===== src/rtl/i2c_write_seq.sv =====
`default_nettype none
// ============================================================================
//  Module      : i2c_write_seq
//  Description : Sequences one I2C multi-byte write per software request.
//                Sits between the CSR/FIFO send buffer and the i2c_master
//                AXI-stream command and data channels. It issues one command
//                beat, then streams exactly len bytes from the FIFO with tlast
//                on the final byte. It then waits for the bus to go idle and
//                reports completion with a one-cycle done pulse and a sticky
//                status word.
//  Revision    : 1.0 - initial release
// ----------------------------------------------------------------------------
//  Parameters
//    LenWidth       width of the byte-count request (max 2**LenWidth-1 bytes)
//    TimeoutCycles  cycles allowed in WAIT_IDLE before a timeout error (>=1)
//  Ports
//    clk                 system clock
//    reset               asynchronous, active-low reset
//    start               one-cycle request pulse
//    addr / len          slave address / byte count, sampled on accepted start
//    fifo_data           head of send FIFO
//    fifo_have_next      send FIFO non-empty
//    fifo_next           pop FIFO head (one cycle per transferred byte)
//    cmd_*               i2c_master command channel
//    data_*              i2c_master data channel
//    bus_busy            i2c_master busy
//    missed_ack          i2c_master missed-ack pulse
//    busy                transfer in progress
//    done                one-cycle completion pulse (success or error)
//    status              sticky {timeout, nack, overrun}; cleared on accepted start
// ============================================================================
module i2c_write_seq #(
  parameter int LenWidth      = 8,
  parameter int TimeoutCycles = 65535
) (
  input  logic                clk,
  input  logic                reset,
  input  logic                start,
  input  logic [6:0]          addr,
  input  logic [LenWidth-1:0] len,
  input  logic [7:0]          fifo_data,
  input  logic                fifo_have_next,
  output logic                fifo_next,
  output logic [6:0]          cmd_address,
  output logic                cmd_write_multiple,
  output logic                cmd_valid,
  input  logic                cmd_ready,
  output logic [7:0]          data_tdata,
  output logic                data_tvalid,
  output logic                data_tlast,
  input  logic                data_tready,
  input  logic                bus_busy,
  input  logic                missed_ack,
  output logic                busy,
  output logic                done,
  output logic [2:0]          status
);

  // --------------------------------------------------------------------------
  // Constants
  // --------------------------------------------------------------------------
  localparam logic [2:0] ST_IDLE      = 3'd0;
  localparam logic [2:0] ST_CMD       = 3'd1;
  localparam logic [2:0] ST_DATA      = 3'd2;
  localparam logic [2:0] ST_WAIT_IDLE = 3'd3;
  localparam logic [2:0] ST_DONE      = 3'd4;

  // Status bit positions
  localparam int STAT_OVERRUN = 0;
  localparam int STAT_NACK    = 1;
  localparam int STAT_TIMEOUT = 2;

  localparam int                    TimerWidth = $clog2(TimeoutCycles + 1);
  localparam logic [TimerWidth-1:0] TimerMax   = TimerWidth'(TimeoutCycles);
  localparam logic [TimerWidth-1:0] TimerOne   = TimerWidth'(1);
  localparam logic [LenWidth-1:0]   LenOne     = LenWidth'(1);

  // --------------------------------------------------------------------------
  // State
  // --------------------------------------------------------------------------
  logic [2:0]            state_q,     state_d;
  logic [6:0]            addr_q,      addr_d;
  logic [LenWidth-1:0]   len_q,       len_d;
  logic [LenWidth-1:0]   remaining_q, remaining_d;
  logic [TimerWidth-1:0] timer_q,     timer_d;
  logic [2:0]            status_q,    status_d;

  // --------------------------------------------------------------------------
  // Datapath helpers
  // --------------------------------------------------------------------------
  logic                  in_cmd;
  logic                  in_data;
  logic                  data_beat;
  logic [TimerWidth-1:0] timer_inc;

  assign in_cmd    = (state_q == ST_CMD);
  assign in_data   = (state_q == ST_DATA);
  assign timer_inc = timer_q + TimerOne;

  // A missed ack aborts the stream in the same cycle. tvalid is withdrawn
  // so that no byte is popped from the FIFO after the slave has refused.
  assign data_tvalid = in_data & fifo_have_next & ~missed_ack;
  assign data_beat   = data_tvalid & data_tready;
  assign fifo_next   = data_beat;

  // Outputs are gated by state so they all read 0 whenever the block is idle
  // or held in reset.
  assign cmd_valid          = in_cmd;
  assign cmd_write_multiple = in_cmd;
  assign cmd_address        = in_cmd  ? addr_q    : 7'd0;
  assign data_tdata         = in_data ? fifo_data : 8'd0;
  assign data_tlast         = in_data & (remaining_q == LenOne);

  assign busy   = (state_q != ST_IDLE);
  assign done   = (state_q == ST_DONE);
  assign status = status_q;

  // --------------------------------------------------------------------------
  // Next-state logic
  // --------------------------------------------------------------------------
  always_comb begin
    state_d     = state_q;
    addr_d      = addr_q;
    len_d       = len_q;
    remaining_d = remaining_q;
    timer_d     = timer_q;
    status_d    = status_q;

    case (state_q)
      ST_IDLE: begin
        if (start) begin
          status_d = 3'b000;
          if (len != '0) begin
            addr_d  = addr;
            len_d   = len;
            state_d = ST_CMD;
          end else begin
            // Zero-length request completes without touching the bus.
            state_d = ST_DONE;
          end
        end
      end

      ST_CMD: begin
        // cmd_valid is held with a stable address until the handshake.
        if (cmd_ready) begin
          remaining_d = len_q;
          state_d     = ST_DATA;
        end
      end

      ST_DATA: begin
        if (missed_ack) begin
          status_d[STAT_NACK] = 1'b1;
          state_d             = ST_WAIT_IDLE;
        end else if (data_beat) begin
          if (remaining_q != '0) begin
            remaining_d = remaining_q - LenOne;
          end
          if (remaining_q <= LenOne) begin
            state_d = ST_WAIT_IDLE;
          end
        end
      end

      ST_WAIT_IDLE: begin
        timer_d = timer_inc;
        if (missed_ack) begin
          status_d[STAT_NACK] = 1'b1;
        end
        // The first WAIT_IDLE cycle is skipped for the idle test because the
        // master may not yet have raised busy for the final byte.
        if (!bus_busy && (timer_q != '0)) begin
          state_d = ST_DONE;
        end else if (timer_inc == TimerMax) begin
          status_d[STAT_TIMEOUT] = 1'b1;
          state_d                = ST_DONE;
        end
      end

      ST_DONE: begin
        timer_d = '0;
        state_d = ST_IDLE;
      end

      default: begin
        state_d = ST_IDLE;
      end
    endcase

    // A request arriving while a transfer is in flight, including the DONE
    // cycle, is dropped. This is recorded so that software can detect it.
    if (start && (state_q != ST_IDLE)) begin
      status_d[STAT_OVERRUN] = 1'b1;
    end
  end

  // --------------------------------------------------------------------------
  // Registers
  // --------------------------------------------------------------------------
  always_ff @(posedge clk or negedge reset) begin
    if (!reset) begin
      state_q     <= ST_IDLE;
      addr_q      <= 7'd0;
      len_q       <= '0;
      remaining_q <= '0;
      timer_q     <= '0;
      status_q    <= 3'b000;
    end else begin
      state_q     <= state_d;
      addr_q      <= addr_d;
      len_q       <= len_d;
      remaining_q <= remaining_d;
      timer_q     <= timer_d;
      status_q    <= status_d;
    end
  end

endmodule
`default_nettype wire


===== config.mk =====
export PLATFORM = sky130hd
export DESIGN_NAME = i2c_write_seq
export DESIGN_NICKNAME = d
export VERILOG_FILES = /design/src/rtl/i2c_write_seq.sv
export SDC_FILE = /design/constraint.sdc
export NUM_CORES = 1
export LEC_CHECK = 0
export ABC_AREA = 1
export CAP_MARGIN = 40
export CORE_ASPECT_RATIO = 0.5
export CORE_UTILIZATION = 47
export DETAILED_ROUTE_END_ITERATION = 6
export GPL_TIMING_DRIVEN = 0
export PLACE_DENSITY = 0.73
export REMOVE_ABC_BUFFERS = 1
export SLEW_MARGIN = 40
export SYNTH_ARGS = -nofsm -noshare
export SYNTH_HDL_FRONTEND = slang
export SYNTH_SLANG_ARGS = --single-unit

===== constraint.sdc =====
create_clock -name clk -period 1.58 [get_ports clk]
set_input_delay 0.237 -clock clk [delete_from_list [all_inputs] [get_ports clk]]
set_output_delay 0.237 -clock clk [all_outputs]
set_load 0.02 [all_outputs]

==> flow_metrics.py <==
metrics = {
    "placed_design": {
        "place_congestion": 0.878,
        "post_dp_cell_area_mm2": 0.00335,
        "hpwlAfterDp_mm": 4.69,
        "portBuffers": 55,
        "dp_cells": 487,
        "pre_cts_ws_ns": -0.745,
    },
    "power": {
        "p_int_w": 0.00440,
        "p_sw_frac": 0.463,
        "seqPwrFrac": 0.233,
        "p_leak_nw": 1.96,
        "powerDensity_mw_per_mm2": 1850,
        "p_clk_frac": 0.133,
        "p_switching_w": 0.00380,
        "power.total_w": 0.00820,
        "peakVddDrop_v": 0.00105,
        "p_comb_frac": 0.633,
    },
    "cts": {
        "root_buffer": "clkbuf_16",
        "numCtsBuffers": 5,
        "cts_tree": "done",
        "cts.sinks": 45,
        "cts-htree-levels": 2,
        "clockBufferDepth": 2,
        "path_clk_slew_ns": 0.07,
        "clock_latency_ns": 0.30,
    },
    "finish": {
        "instances_no_fill": 550,
        "final_common_cell": "nand2_1",
        "syn_to_final_growth_pct": 61.7,
        "stdcell_area_mm2": 0.00444,
        "antenna_cells": 0,
        "final_cell_mix": "nand2_1 (64), inv_1 (44), dfrtp_1 (37)",
        "layout-drive-gt1-share": 0.398,
        "fillers": 298,
        "nNetsFinal": 512,
    },
    "logic_synthesis": {
        "yosysWarningCount": 0,
        "synthMuxAreaShare": 0.0246,
        "synth.top_cell.area_share": 0.410,
        "synthSimpleGateAreaFrac": 0.312,
        "synth_top_area_cell": "dfrtp_1",
        "synth_top_family_by_area": "simple AND/OR/NAND/NOR gates",
        "ys_seq_area_frac": 0.410,
        "synth_cells": 367,
        "synthAdderAreaFrac": 0.0228,
        "syn_area_per_cell_um2": 7.48,
        "synth_xor_area_frac": 0.00958,
        "synth-compound-area-share": 0.116,
        "synth.area.top_cells": "dfrtp_1 (41%), nand2_1 (9.6%), nor2_1 (7.4%)",
        "ys_types": 37,
        "synth_area_mm2": 0.00274,
        "ys_ff_latch": 45,
    },
    "critical_path": {
        "path_buf_inv": 1,
        "critPathMaxStageDelay_ns": 0.41,
        "cp_max_fo": 7,
        "crit_family": "simple AND/OR/NAND/NOR gates",
        "path_cells": "buf_6 -> nand2_4 -> nor2_4 -> nand2_2 -> nor2_1 -> nand2_1 -> nand2_1 -> nand2_1 -> nor2_2 -> nand3_2 -> nand2_4 -> nand2_4 -> nand2_2 -> nand2_1",
        "crit_type": "reg2reg",
        "crit_required_ns": 1.76,
        "worst_path_most_repeated_cell": "nand2_1",
        "slowest_stage": "dfrtp_1",
        "crit_path_end_kind": "register",
        "arrival_ns": 2.19,
        "crit_path_start_kind": "register",
    },
    "floorplan": {
        "fp.coreArea_mm2": 0.00556,
        "io_pins": 56,
        "rows": 19,
        "die_h_um": 56.0,
        "initial_core_util": 0.493,
        "die-area_mm2": 0.00617,
        "fp.dieW_um": 110,
    },
    "routing": {
        "drc": 0,
        "drtPass1Iterations": 5,
        "drtIter0Drc": 231,
        "ant_nets": 0,
        "via_count": 3202,
        "viasPerCell": 5.82,
        "wl_per_cell_um": 18.9,
        "drt_wl_total_mm": 10.4,
    },
    "grt": {
        "overflow": 0,
        "antenna_found_initial": 0,
        "grt_max_degree": 40,
        "gr-usage-all-layers": 0.286,
        "first_global_vias": 2946,
        "grt_pass1_wl_mm": 13.6,
    },
    "sta": {
        "rsz0062_at_grt": "yes",
        "slew_headroom": 0.725,
        "finalSetupViolCount": 42,
        "fmax_ghz": 0.496,
        "period_needed_ns": 2.02,
        "drv_slew": 0,
        "hold_violations": 0,
        "holdWs_ns": 0.295,
        "worst_slew_pin_slew_ns": 0.411,
        "finalClockSkew_ns": 0.00519,
        "setup_ws_ns": -0.435,
        "fin_crit_sh": 1.28,
    },
    "flow_run": {
        "maxCapViolCount": 0,
    },
    "hold_path": {
        "min_path_type": "in2async",
    },
    "status": {
        "outcome": "finished with violations",
        "violations": "negative setup slack",
    },
}
==> stage by stage <==
step | TNS [ns] | util
after CTS | -1.98 | 0.717
after global placement | -63.72 | 0.599
final | -7.36 | 0.798
after floorplan | -13.31 | -
after detailed placement | -21.80 | 0.602
after global routing | -9.53 | 0.798
==> metal layers <==
| metal | part of all wire | vias to the layer above | global-route usage |
|---|---|---|---|
| li1 | - | 1410 | - |
| met1 | 0.37 | 1527 | 0.345 |
| met2 | 0.51 | 196 | 0.505 |
| met3 | 0.066 | 69 | 0.0457 |
| met4 | 0.057 | 0 | 0.122 |
| met5 | 0 | - | 0 |
==> layout make-up <==
| cell class | instances | area (µm²) | share of cell area |
|---|---|---|---|
| Timing Repair inverter | 1 | 16.3 | 0.00367 |
| Tap cell | 73 | 91.3 | 0.0206 |
| Multi-Input combinational cell | 259 | 1780 | 0.401 |
| Sequential cell | 45 | 1140 | 0.256 |
| Timing Repair Buffer | 105 | 1020 | 0.229 |
| Clock inverter | 3 | 25.0 | 0.00564 |
| Inverter | 59 | 245 | 0.0553 |
| Clock buffer | 5 | 125 | 0.0282 |
==> Yosys cell counts (all sizes together) <==
library cell,count
a211oi,1
xnor2,1
a21oi,17
dfrtp,45
clkbuf,4
nor4,4
o211ai,1
a21boi,1
xor2,2
clkinv,2
mux2,6
nand3,16
buf,4
nor3,8
nand4,8
a22o,1
dlymetal6s2s,1
or2,1
o22ai,12
o21ai,22
ha,5
inv,57
nor2,63
a31oi,1
nand2,84
==> final timing paths <==
kind | startpoint | to | slack [ns] | cells past startpoint
max | timer_q[1]$_DFFE_PN0P_ | state_q[1]$_DFFE_PN0P_ | -0.44 | 14
min | reset | timer_q[8]$_DFFE_PN0P_ | 0.29 | 2
min in group clk | len_q[0]$_DFFE_PN0P_ | len_q[0]$_DFFE_PN0P_ | 0.52 | 1
max reg2reg | timer_q[1]$_DFFE_PN0P_ | state_q[1]$_DFFE_PN0P_ | -0.44 | 14
min reg2reg | len_q[0]$_DFFE_PN0P_ | len_q[0]$_DFFE_PN0P_ | 0.52 | 1
max in group asynchronous | reset | state_q[1]$_DFFE_PN0P_ | 0.84 | 3
==> what timing repair did <==
action                     4_1_cts  5_1_grt
resized for setup              184       83
hold buffers                     1        0
hold endpoints to repair        45        0
setup endpoints to repair       65       65
buffers inserted                31       19
pin swaps                       24       28
cloned                           6        0
==> cells by family after synthesis <==
kind of cell,after synthesis
fa+ha+maj,5
compound gates,56
xor+xnor,3
simple gates,184
buf+inv,68
flops,45
mux,6
==> flip-flops by register name (all words and copies together), names as in the netlist <==
signal       count
status           3
timer_q         16
len_q            8
state_q          3
remaining_q      8
addr_q           7
==> worst register-to-register path, cell delays in order (launching register included) <==
cell,delay (ns)
dfrtp_1,0.41
buf_6,0.15
nand2_4,0.05
nor2_4,0.18
nand2_2,0.10
nor2_1,0.16
nand2_1,0.08
nand2_1,0.10
nand2_1,0.09
nor2_2,0.10
nand3_2,0.13
nand2_4,0.14
nand2_4,0.08
nand2_2,0.07
nand2_1,0.06
==> power groups by stage <==
stage          Combinational [W]  Clock (W)  Sequential (W)
3_5_place_dp             0.00279          0         0.00183
6_report                 0.00519    0.00109         0.00191
5_1_grt                  0.00545    0.00114         0.00194
4_1_cts                  0.00389    0.00108         0.00184
2_1_floorplan            0.00184          0         0.00181
3_3_place_gp             0.00270          0         0.00182
No activity file was read; power rests on OpenSTA's default activity.
